==> config.mk <==
export PLATFORM = sky130hd
export DESIGN_NAME = uart_boot_loader
export DESIGN_NICKNAME = d
export VERILOG_FILES = /design/src/rtl/uart_boot_loader.sv
export SDC_FILE = /design/constraint.sdc
export NUM_CORES = 1
export LEC_CHECK = 0
export CORE_UTILIZATION = 55
export DETAILED_ROUTE_END_ITERATION = 7
export PLACE_DENSITY = 0.91
export SYNTH_ARGS = -nofsm -noshare
export SYNTH_HDL_FRONTEND = slang
export SYNTH_SLANG_ARGS = --single-unit
==> constraint.sdc <==
create_clock -name clk -period 2.5 [get_ports clk]
set_clock_uncertainty 0.1 [all_clocks]
set_input_delay 0.375 -clock clk [delete_from_list [all_inputs] [get_ports clk]]
set_output_delay 0.375 -clock clk [all_outputs]
set_load 0.02 [all_outputs]
==> src/rtl/uart_boot_loader.sv <==
// uart_boot_loader: turns a framed UART byte stream into 32-bit instruction-memory writes, then releases the core.
// Latency: the write strobe comes one cycle after the 4th byte of a word; the core is released after the checksum byte (or after the last write).
// Backpressure: none; one byte per cycle is sustained. The checksum byte and CSUM state exist only when BOOT_CHECKSUM_EN is defined.
module uart_boot_loader #(
    parameter int         ADDR_WIDTH     = 6,
    parameter int         DATA_WIDTH     = 32,
    parameter logic [7:0] HEADER         = 8'hA5,
    parameter int         TIMEOUT_CYCLES = 500000
) (
    input  logic                  clk,
    input  logic                  rst_n,
    input  logic [7:0]            rx_data,
    input  logic                  rx_valid,
    output logic                  imem_we,
    output logic [ADDR_WIDTH-1:0] imem_addr,
    output logic [DATA_WIDTH-1:0] imem_wdata,
    output logic                  core_rst_n,
    output logic                  boot_busy,
    output logic                  boot_err,
    output logic [ADDR_WIDTH:0]   words_loaded
);
    localparam int                  MAX_WORDS = 1 << ADDR_WIDTH;
    localparam int                  TMO_W     = $clog2(TIMEOUT_CYCLES + 1);
    localparam logic [TMO_W-1:0]    TMO_LAST  = TMO_W'(TIMEOUT_CYCLES - 1);
    localparam logic [TMO_W-1:0]    TMO_ONE   = TMO_W'(1);
    localparam logic [ADDR_WIDTH:0] WORD_ONE  = (ADDR_WIDTH + 1)'(1);

    typedef enum logic [2:0] {S_IDLE, S_COUNT, S_DATA, S_CSUM, S_RUN, S_ERR} state_t;

    state_t                  state_q, state_d;
    logic [ADDR_WIDTH:0]     cnt_q, cnt_d;
    logic [ADDR_WIDTH:0]     words_q, words_d;
    logic [1:0]              idx_q, idx_d;
    logic [DATA_WIDTH-1:0]   shift_q, shift_d;
    logic [TMO_W-1:0]        tmo_q, tmo_d;
    logic                    we_q, we_d;
    logic [ADDR_WIDTH-1:0]   addr_q, addr_d;
    logic [DATA_WIDTH-1:0]   wdata_q, wdata_d;
    logic                    core_rst_n_q, core_rst_n_d;
    logic                    busy_q, busy_d;
    logic                    err_q, err_d;
    logic                    in_frame;
    logic                    data_done;

`ifdef BOOT_CHECKSUM_EN
    logic [7:0]              csum_q, csum_d;
    // The frame always ends in CSUM, so DATA never finishes on its own.
    assign data_done = 1'b0;
`else
    // Without a checksum, DATA lingers for the write cycle of the last word, then releases the core.
    assign data_done = (words_q == cnt_q);
`endif

    // Next-state, datapath and registered-output computation.
    always_comb begin
        state_d   = state_q;
        cnt_d     = cnt_q;
        words_d   = words_q;
        idx_d     = idx_q;
        shift_d   = shift_q;
        tmo_d     = '0;
        we_d      = 1'b0;
        addr_d    = addr_q;
        wdata_d   = wdata_q;
        in_frame  = (state_q == S_COUNT) || (state_q == S_DATA) || (state_q == S_CSUM);
`ifdef BOOT_CHECKSUM_EN
        csum_d    = csum_q;
`endif
        // Inter-byte gap counter only runs inside a frame.
        if (in_frame && !rx_valid) begin
            tmo_d = tmo_q + TMO_ONE;
        end

        unique case (state_q)
            S_IDLE, S_ERR: begin
                if (rx_valid && rx_data == HEADER) begin
                    state_d = S_COUNT;
                    words_d = '0;
                end
            end
            S_COUNT: begin
                if (rx_valid) begin
                    if (rx_data == 8'd0 || int'(rx_data) > MAX_WORDS) begin
                        state_d = S_ERR;
                    end else begin
                        cnt_d   = (ADDR_WIDTH + 1)'(rx_data);
                        idx_d   = '0;
                        state_d = S_DATA;
`ifdef BOOT_CHECKSUM_EN
                        csum_d  = '0;
`endif
                    end
                end
            end
            S_DATA: begin
                if (data_done) begin
                    state_d = S_RUN;
                end else if (rx_valid) begin
                    // Little-endian: the first byte ends up in bits 7:0.
                    shift_d = {rx_data, shift_q[DATA_WIDTH-1:8]};
                    idx_d   = idx_q + 2'd1;
`ifdef BOOT_CHECKSUM_EN
                    csum_d  = csum_q + rx_data;
`endif
                    if (idx_q == 2'd3) begin
                        we_d    = 1'b1;
                        addr_d  = words_q[ADDR_WIDTH-1:0];
                        wdata_d = shift_d;
                        words_d = words_q + WORD_ONE;
`ifdef BOOT_CHECKSUM_EN
                        if (words_d == cnt_q) begin
                            state_d = S_CSUM;
                        end
`endif
                    end
                end
            end
            S_CSUM: begin
`ifdef BOOT_CHECKSUM_EN
                if (rx_valid) begin
                    state_d = (rx_data == csum_q) ? S_RUN : S_ERR;
                end
`else
                state_d = S_ERR;
`endif
            end
            S_RUN: begin
                state_d = S_RUN;
            end
            default: begin
                state_d = S_IDLE;
            end
        endcase

        // A byte arriving on the expiry cycle wins over the timeout.
        if (in_frame && !rx_valid && !data_done && tmo_q == TMO_LAST) begin
            state_d = S_ERR;
        end

        core_rst_n_d = (state_d == S_RUN);
        busy_d       = (state_d == S_COUNT) || (state_d == S_DATA) || (state_d == S_CSUM);
        err_d        = (state_d == S_ERR);
    end

    // State and output registers with asynchronous reset.
    always_ff @(posedge clk or negedge rst_n) begin
        if (!rst_n) begin
            state_q      <= S_IDLE;
            cnt_q        <= '0;
            words_q      <= '0;
            idx_q        <= '0;
            shift_q      <= '0;
            tmo_q        <= '0;
            we_q         <= 1'b0;
            addr_q       <= '0;
            wdata_q      <= '0;
            core_rst_n_q <= 1'b0;
            busy_q       <= 1'b0;
            err_q        <= 1'b0;
        end else begin
            state_q      <= state_d;
            cnt_q        <= cnt_d;
            words_q      <= words_d;
            idx_q        <= idx_d;
            shift_q      <= shift_d;
            tmo_q        <= tmo_d;
            we_q         <= we_d;
            addr_q       <= addr_d;
            wdata_q      <= wdata_d;
            core_rst_n_q <= core_rst_n_d;
            busy_q       <= busy_d;
            err_q        <= err_d;
        end
    end

`ifdef BOOT_CHECKSUM_EN
    // Running checksum of the data bytes.
    always_ff @(posedge clk or negedge rst_n) begin
        if (!rst_n) begin
            csum_q <= '0;
        end else begin
            csum_q <= csum_d;
        end
    end
`endif

    assign imem_we      = we_q;
    assign imem_addr    = addr_q;
    assign imem_wdata   = wdata_q;
    assign core_rst_n   = core_rst_n_q;
    assign boot_busy    = busy_q;
    assign boot_err     = err_q;
    assign words_loaded = words_q;

endmodule

==> results.sh <==
export IMPL_final_antenna_net_count=0
export IMPL_relSlewSlack=0.659
export IMPL_synth_top_family_by_area="multiplexers"
export IMPL_utilization=0.685
export IMPL_end_kind="register"
export IMPL_hold_slack_ps=316
export IMPL_numCtsBuffers=9
export IMPL_routedWlPerCell_um=17.2
export IMPL_netlist_instances=364
export IMPL_synthFlopType="dfrtp_1"
export IMPL_worstPathArrival_ps=2390
export IMPL_async_flop_share=1.00
export IMPL_path_clk_slew_ps=110
export IMPL_num_vias=3170
export IMPL_yosysWarnings=0
export IMPL_period_minus_slack_ps=2190
export IMPL_drc_errors=0
export IMPL_period_share=0.878
export IMPL_syn_cell_area_um2=4640
export IMPL_firstDrtPassIters=4
export IMPL_nNetsFinal=450
export IMPL_leakage_uw=0.00254
export IMPL_yosys_area_share_simple=0.135
export IMPL_synthXorXnorAreaFrac=0.0435
export IMPL_powerDensity_nw_per_um2=593
export IMPL_syn_area_per_cell_um2=12.7
export IMPL_cap_viol_max_count=0
export IMPL_core_um2=8180
export IMPL_drv_slew=0
export IMPL_wl_um=9410
export IMPL_setup_viol=0
export IMPL_antenna_found_initial=0
export IMPL_drt_iter0_drc=154
export IMPL_grtUsageTotal=0.239
export IMPL_synth_top_area_frac=0.561
export IMPL_start_util=0.567
export IMPL_grt_pass1_vias=3233
export IMPL_synth_area_top_cells="dfrtp_1 (56%), mux2_2 (14%), xnor2_1 (2.5%)"
export IMPL_tns_ps=0
export IMPL_multi_input_area_um2=1910
export IMPL_critical_path_class="in -> reg"
export IMPL_ys_ff_latch=104
export IMPL_rows=33
export IMPL_status="finished clean"
export IMPL_post_cts_resized=0
export IMPL_final_common_cell="dfrtp_1"
export IMPL_synth_edf_count=0
export IMPL_synth_mux_area_frac=0.170
export IMPL_synth_compound_area_share=0.0551
export IMPL_cts_root_buf="clkbuf_8"
export IMPL_synth_top_cell_by_area="dfrtp_1"
export IMPL_place_congestion=0.900
export IMPL_design_area_um2=5600
export IMPL_routed_via_density=5.81
export IMPL_cp_max_fo=9
export IMPL_io_buffer_count=59
export IMPL_cp_required_ps=2690
export IMPL_hold_path_class="in -> async"
export IMPL_io_pins=60
export IMPL_clock_sinks=104
export IMPL_ys_types=56
export IMPL_grt_overflow_total=0
export IMPL_rsz0062_at_grt="false"
export IMPL_grt_max_degree=50
export IMPL_grt_pass1_wl_um=16100
export IMPL_syn_to_final_growth_pct=20.8
export IMPL_peakVddDrop_uv=385
export IMPL_n_fill_cell=567
export IMPL_synth_fa_ha_area_frac=0.00810
export IMPL_layout_drive_gt1_share=0.240
export IMPL_ys_seq_area_frac=0.561
export IMPL_die_area_um2=8800
export IMPL_worst_pin_slew_ps=509
export IMPL_insertedDiodeCount=0
export IMPL_syn_num_nets=378
export IMPL_place_area_um2=5390
export IMPL_fin_total_pwr_uw=3320
export IMPL_critPathLaunchType="input port"
export IMPL_hold_viol_final=0
export IMPL_hpwlAfterDp_um=6780
export IMPL_die_h_um=93.8
export IMPL_die_w_um=93.8
export IMPL_final_cell_mix="dfrtp_1 (104), mux2_2 (59), clkdlybuf4s50_1 (58)"
export IMPL_worst_skew_pair_late_latency_ps=370
export IMPL_cts_tree="built"
export IMPL_htreeDepth=3
export IMPL_clk_path_buf_depth=2
export IMPL_regArea_um2=2600
export IMPL_clock_fmax_ghz=0.456
-- through the flow --
step,cells,setup WS [ps]
5_1_grt,546,224
4_1_cts,546,364
2_1_floorplan,364,514
3_3_place_gp,529,88.1
6_report,546,306
3_5_place_dp,529,-35.7
-- per-layer routing --
| layer | track usage | up-vias | part of all wire |
|---|---|---|---|
| li1 | - | 1453 | - |
| met1 | 0.325 | 1603 | 0.43 |
| met2 | 0.390 | 100 | 0.51 |
| met3 | 0.0453 | 14 | 0.047 |
| met4 | 0.0718 | 0 | 0.013 |
| met5 | 0 | - | 0 |
-- worst max-delay path, cell delays in order --
cell	delay, ps
clkdlybuf4s50_1	630
nor2b_1	300
nand3_2	150
o21a_4	270
or4_1	490
a21boi_1	170
-- cells in the mapped netlist, drive strengths merged (3+ instances only) --
cell type and instances:
nor3 6, xnor2 13, or3 3, clkbuf 3
o31ai 4, o21ai 8, a21boi 5, dfrtp 104
nand3 21, xor2 10, mux2 68, and4 3
buf 10, a31oi 3, nor2 26, nor4 3
ha 3, nand2 13, or4 4, and3 3
inv 9, a21oi 8, nand4 8
-- logic make-up (layout without fill, tap and decap cells) --
| logic type | Yosys count | after routing |
|---|---|---|
| AND/OR/NAND/NOR | 104 | 104 |
| flip-flops | 104 | 104 |
| multiplexers | 70 | 70 |
| adder cells (fa/ha/maj) | 3 | 3 |
| buffers and inverters | 22 | 99 |
| XOR/XNOR | 23 | 23 |
| AO/OA/AOI/OAI | 38 | 38 |
-- what timing repair did --
action,in CTS,in global routing
hold buffers,1,0
endpoints found under the hold margin,19,0
buffers inserted,0,0
-- path summary, 6_finish.rpt --
path / cells after the start / startpoint / to / slack, ps
max in group asynchronous: 3 / rst_n / imem_wdata[24] / 1230
min: 2 / rst_n / imem_wdata[9] / 320
min reg2reg: 1 / tmo_q[0] / tmo_q[0] / 390
max: 6 / rx_data[7] / words_loaded[3] / 310
max reg2reg: 7 / words_loaded[0] / imem_wdata[10] / 390
min in group clk: 1 / tmo_q[0] / tmo_q[0] / 390
-- report_power, final --
group          internal, µW  switching [µW]
Clock                   393             620
Sequential             1760            91.9
Combinational           209             246
Total                  2360             958
-- flip-flops by register name, summed over array words and instances, names as in the netlist --
signal,cells
idx_q,2
boot_err,1
cnt_q,7
boot_busy,1
imem_addr,6
imem_we,1
shift_q,24
words_loaded,7
state_q,3
imem_wdata,32
core_rst_n,1
tmo_q,19
-- cell type report --
type / count / area share
Sequential cell: 104 / 0.465
Timing Repair Buffer: 74 / 0.130
Tap cell: 105 / 0.0235
Clock inverter: 7 / 0.0132
Multi-Input combinational cell: 238 / 0.341
Clock buffer: 9 / 0.0221
Inverter: 9 / 0.00603
Power figures use the tool's default switching activity.
==> variant 1 (same flow settings) <==
The 6 states of `state_t` get a one-hot encoding in 6 bits.
--- a/src/rtl/uart_boot_loader.sv
+++ b/src/rtl/uart_boot_loader.sv
@@ -25,7 +25,7 @@
     localparam logic [TMO_W-1:0]    TMO_ONE   = TMO_W'(1);
     localparam logic [ADDR_WIDTH:0] WORD_ONE  = (ADDR_WIDTH + 1)'(1);
 
-    typedef enum logic [2:0] {S_IDLE, S_COUNT, S_DATA, S_CSUM, S_RUN, S_ERR} state_t;
+    typedef enum logic [5:0] {S_IDLE = 6'b000001, S_COUNT = 6'b000010, S_DATA = 6'b000100, S_CSUM = 6'b001000, S_RUN = 6'b010000, S_ERR = 6'b100000} state_t;
 
     state_t                  state_q, state_d;
     logic [ADDR_WIDTH:0]     cnt_q, cnt_d;
Behaviour: same outputs for any inputs over 4 cycles, from zero or initial values and one cycle with rst_n low; so few cycles prove little.
==> variant 1 against the unedited design <==
Via count increased by 2.6%; sequential cell count increased by 3; count of clock-buffer cells in the layout unchanged; worst setup slack got worse by 0.23 ns; total power decreased by 3.0%; routed wire length increased by 5.4%; cell count increased by 4.6%; clock power increased by 5%; area after synthesis increased by 1.0%; design area increased by 3.2%.
==> variant 1: results (changes against the unedited design) <==
| Metric | Value |
|---|---|
| Data arrival time of the critical path | `2.58 ns (+0.19 ns)` |
| Vias after detailed routing | `3254 (+2.6%)` |
| Share of layout cells above drive strength 1 | `25.5% (+1.5 points)` |
| DR WL met2 | `5.27 mm (+11%)` |
| 1st-iter DRT viols | `193 (+25%)` |
| Crit path largest cell delay | `0.54 ns (-0.09 ns)` |
| Crit path max fanout | `5 (-4)` |
| Placed insts | `553 (+4.5%)` |
| Netlist cell types | `47 (-16%)` |
| Non-clock buffer count | `90 (+22%)` |
| Post-synthesis mux area share | `16.3% (-0.62 points)` |
| Multi-input comb cells | `246 (+3.4%)` |
| Outcome | `finished clean` |
| Die ar. | `8890 um^2 (+0.98%)` |
| Top post-synthesis cells by count | `106 x dfrtp_1, 62 x mux2_2, 25 x nor2_1, 15 x xnor2_1, 14 x nand2_1` |
| GRT Overall Usage | `24.8% (+0.96 points)` |
| Max VDD drop | `0.318 mV (-17%)` |
| Drt wl/cell | `17.4 um (+0.75%)` |
| Data buffer area share | `14.9% (+1.9 points)` |
| Fillers | `535 (-5.6%)` |
| Synth area leaders | `dfrtp_1 57%, mux2_2 15%, xnor2_1 2.8%, nor2_1 2.0%, xor2_1 1.7%` |
| Post-DP Area | `5550 um^2 (+3.0%)` |
| Tcrit/Tclk final | `96.8% (+9.1 points)` |
| M1 WL | `4.08 mm (+0.12%)` |
| Register area | `2680 um^2 (+2.9%)` |
| Post-synthesis sequential area ratio | `57.2% (+1.1 points)` |
| Worst path slowest cell | `or4_4` |
| ClkCell Share | `3.38% (-0.15 points)` |
| Routability cong. | `0.887 (-1.5%)` |
| Max-slew headroom | `59.6% (-6.3 points)` |
| Metal3 WL | `304 um (-32%)` |
| Final core occ | `70.4% (+1.9 points)` |
| Footprint of the multi-input gates | `1890 um^2 (-1.1%)` |
| DP Worst Slack | `-0.204 ns (-0.168 ns)` |
| R2r startpoint | `state_q[2]$_DFF_PN0_` |
==> variant 1: cell types whose count changed after synthesis, moves of 4 or more <==
cell	change
nor3_1	+6
o21ai_0	+5
a21oi_1	+5
or3_1	+5
mux2_1	-4
a21boi_1	-4
nor4_1	+4
nand3_1	-6
==> variant 1: repair_timing <==
item | 4_1_cts | 5_1_grt
hold buffers | 1 | 0
buffers inserted | 0 | 2
setup endpoints to repair | 0 | 7
endpoints found under the hold margin | 41 | 0
resized for setup | 0 | 2
==> variant 1: worst min-delay path by stage <==
stage | start | to | slack, ns | cells after the start
global route | tmo_q[0]$_DFF_PN0_ | tmo_q[0]$_DFF_PN0_ | 0.42 | 1
finish | imem_wdata[9]$_DFFE_PN0P_ | imem_wdata[9]$_DFFE_PN0P_ | 0.39 | 1
global placement | rst_n | imem_wdata[20]$_DFFE_PN0P_ | 0.29 | 1
detailed placement | rst_n | shift_q[13]$_DFFE_PN0P_ | 0.31 | 1
floorplan | rst_n | boot_busy$_DFF_PN0_ | -0.02 | 0
CTS | imem_wdata[9]$_DFFE_PN0P_ | imem_wdata[9]$_DFFE_PN0P_ | 0.40 | 1
==> variant 1: per-stage QoR <==
step | power (mW) | hold slack, ns
2_1_floorplan | 2.03 | -0.0206
3_3_place_gp | 2.17 | 0.293
3_5_place_dp | 2.18 | 0.306
4_1_cts | 3.24 | 0.397
5_1_grt | 3.36 | 0.419
6_report | 3.22 | 0.394
==> variant 1: report_power, final <==
part | internal [mW] | switching [mW] | leakage [nW]
sequential | 1.78 | 0.0401 | 1.47
clock | 0.472 | 0.588 | 0.103
combinational | 0.142 | 0.204 | 1.06
total | 2.39 | 0.831 | 2.63
==> variant 2 (same flow settings) <==
Made on the original files. Change the parameter `DATA_WIDTH` from 32 to 16.
--- a/src/rtl/uart_boot_loader.sv
+++ b/src/rtl/uart_boot_loader.sv
@@ -3,7 +3,7 @@
 // Backpressure: none; one byte per cycle is sustained. The checksum byte and CSUM state exist only when BOOT_CHECKSUM_EN is defined.
 module uart_boot_loader #(
     parameter int         ADDR_WIDTH     = 6,
-    parameter int         DATA_WIDTH     = 32,
+    parameter int         DATA_WIDTH     = 16,
     parameter logic [7:0] HEADER         = 8'hA5,
     parameter int         TIMEOUT_CYCLES = 500000
 ) (
Interface: changed (resized imem_wdata); port bits go from 60 to 44. No check against the original RTL was run, so the function may have changed too.
==> variant 2 against the unedited design <==
Total power is 29% lower; design area down 26%; highest routed layer unchanged; routed wire length down 25%; critical path type unchanged; largest power group unchanged; core utilization increased by 1.1 points; die area decreased by 26%; cell count shrank 22%; worst setup slack gained 0.13 ns; clock power is 15% lower; area after synthesis shrank 27%; via count down 22%; count of clock-buffer cells in the layout unchanged; combinational power down 47%; sequential cell count fell by 32.
==> variant 2: results (changes against the unedited design) <==
| Metric | Value |
|---|---|
| Outcome | `finished clean` |
| Post-synthesis mux area share | `12.2% (-4.7 points)` |
| Leak pwr | `1.81 nW (-29%)` |
| Share of layout cells above drive strength 1 | `22.7% (-1.3 points)` |
| Max FFs per register | `19 (-41%)` |
| Compound-Gate Fraction of Synth Area | `7.69% (+2.2 points)` |
| Diodes inserted | `0 (unchanged)` |
| Crit path largest cell delay | `0.44 ns (-0.19 ns)` |
| Worst reg-to-reg setup slack | `0.46 ns (+0.07 ns)` |
| Post-synthesis sequential area ratio | `53.0% (-3.2 points)` |
| DP Worst Slack | `0.0789 ns (+0.115 ns)` |
| Synth Area in Adders | `1.10% (+0.29 points)` |
| Reg2reg path depth | `6 (-1)` |
| Post-Route WL | `7.09 mm (-25%)` |
| Max VDD drop | `0.544 mV (+41%)` |
| Clock Latency Late Sink | `0.35 ns (-0.02 ns)` |
| Buffers on Ports | `43 (-27%)` |
| Netlist cell types | `52 (-7.1%)` |
| HPWL Detailed | `5.18 mm (-24%)` |
| GRT Overall Usage | `24.1% (+0.23 points)` |
| R2r startpoint | `tmo_q[0]$_DFF_PN0_` |
| Post-layout net count | `361 (-20%)` |
| Pin count of the biggest net entering global routing | `46 (-8.0%)` |
| Worst R2R End | `tmo_q[16]$_DFF_PN0_` |
| Post-Syn Nets | `303 (-20%)` |
| First-pass GRT wire length | `11.6 mm (-28%)` |
| Max-slew headroom | `49.2% (-17 points)` |
| Post-Synth XOR/XNOR Area | `5.41% (+1.1 points)` |
| Fillers | `420 (-26%)` |
[variant 2: layout make-up]
class	count	area, um^2	area share (%)
Sequential cell	72	1800	43.5
Clock buffer	9	124	2.99
Multi-Input combinational cell	201	1510	36.4
Timing Repair Buffer	54	523	12.6
Clock inverter	7	61.3	1.48
Inverter	9	33.8	0.815
Tap cell	75	93.8	2.26
[variant 2: layer usage]
layer	GRT usage, %	routed length (um)	vias to the layer above
li1	-	-	1159
met1	30.8	3150	1242
met2	39.0	3580	56
met3	6.48	237	17
met4	9.11	125	0
met5	0	0	-
[variant 2: power breakdown]
part / leakage (nW) / internal (mW) / switching (mW) / total (mW)
Sequential: 1.00 / 1.20 / 0.0445 / 1.24
Combinational: 0.717 / 0.107 / 0.135 / 0.242
Clock: 0.0888 / 0.378 / 0.482 / 0.861
[variant 2: metrics by stage]
step           util, %  std cells  cell area, um^2  hold WS, ns
4_1_cts           69.6        427             4150        0.397
6_report          69.6        427             4150        0.397
5_1_grt           69.6        427             4150        0.435
3_3_place_gp      66.3        410             3950        0.330
2_1_floorplan        -        289             3400      -0.0206
3_5_place_dp      66.3        410             3950        0.330
[variant 2: worst max path at each step]
| stage | end | from | slack, ns | cells after the start |
|---|---|---|---|---|
| CTS | cnt_q[3]$_DFFE_PN0P_ | rx_data[1] | 0.45 | 5 |
| detailed placement | cnt_q[2]$_DFFE_PN0P_ | rx_data[3] | 0.08 | 5 |
| global route | tmo_q[16]$_DFF_PN0_ | tmo_q[0]$_DFF_PN0_ | 0.34 | 6 |
| global placement | cnt_q[5]$_DFFE_PN0P_ | rx_data[1] | 0.12 | 5 |
| floorplan | imem_addr[1]$_DFFE_PN0P_ | words_loaded[2]$_DFFE_PN0P_ | 0.55 | 5 |
| finish | cnt_q[3]$_DFFE_PN0P_ | rx_data[3] | 0.43 | 5 |
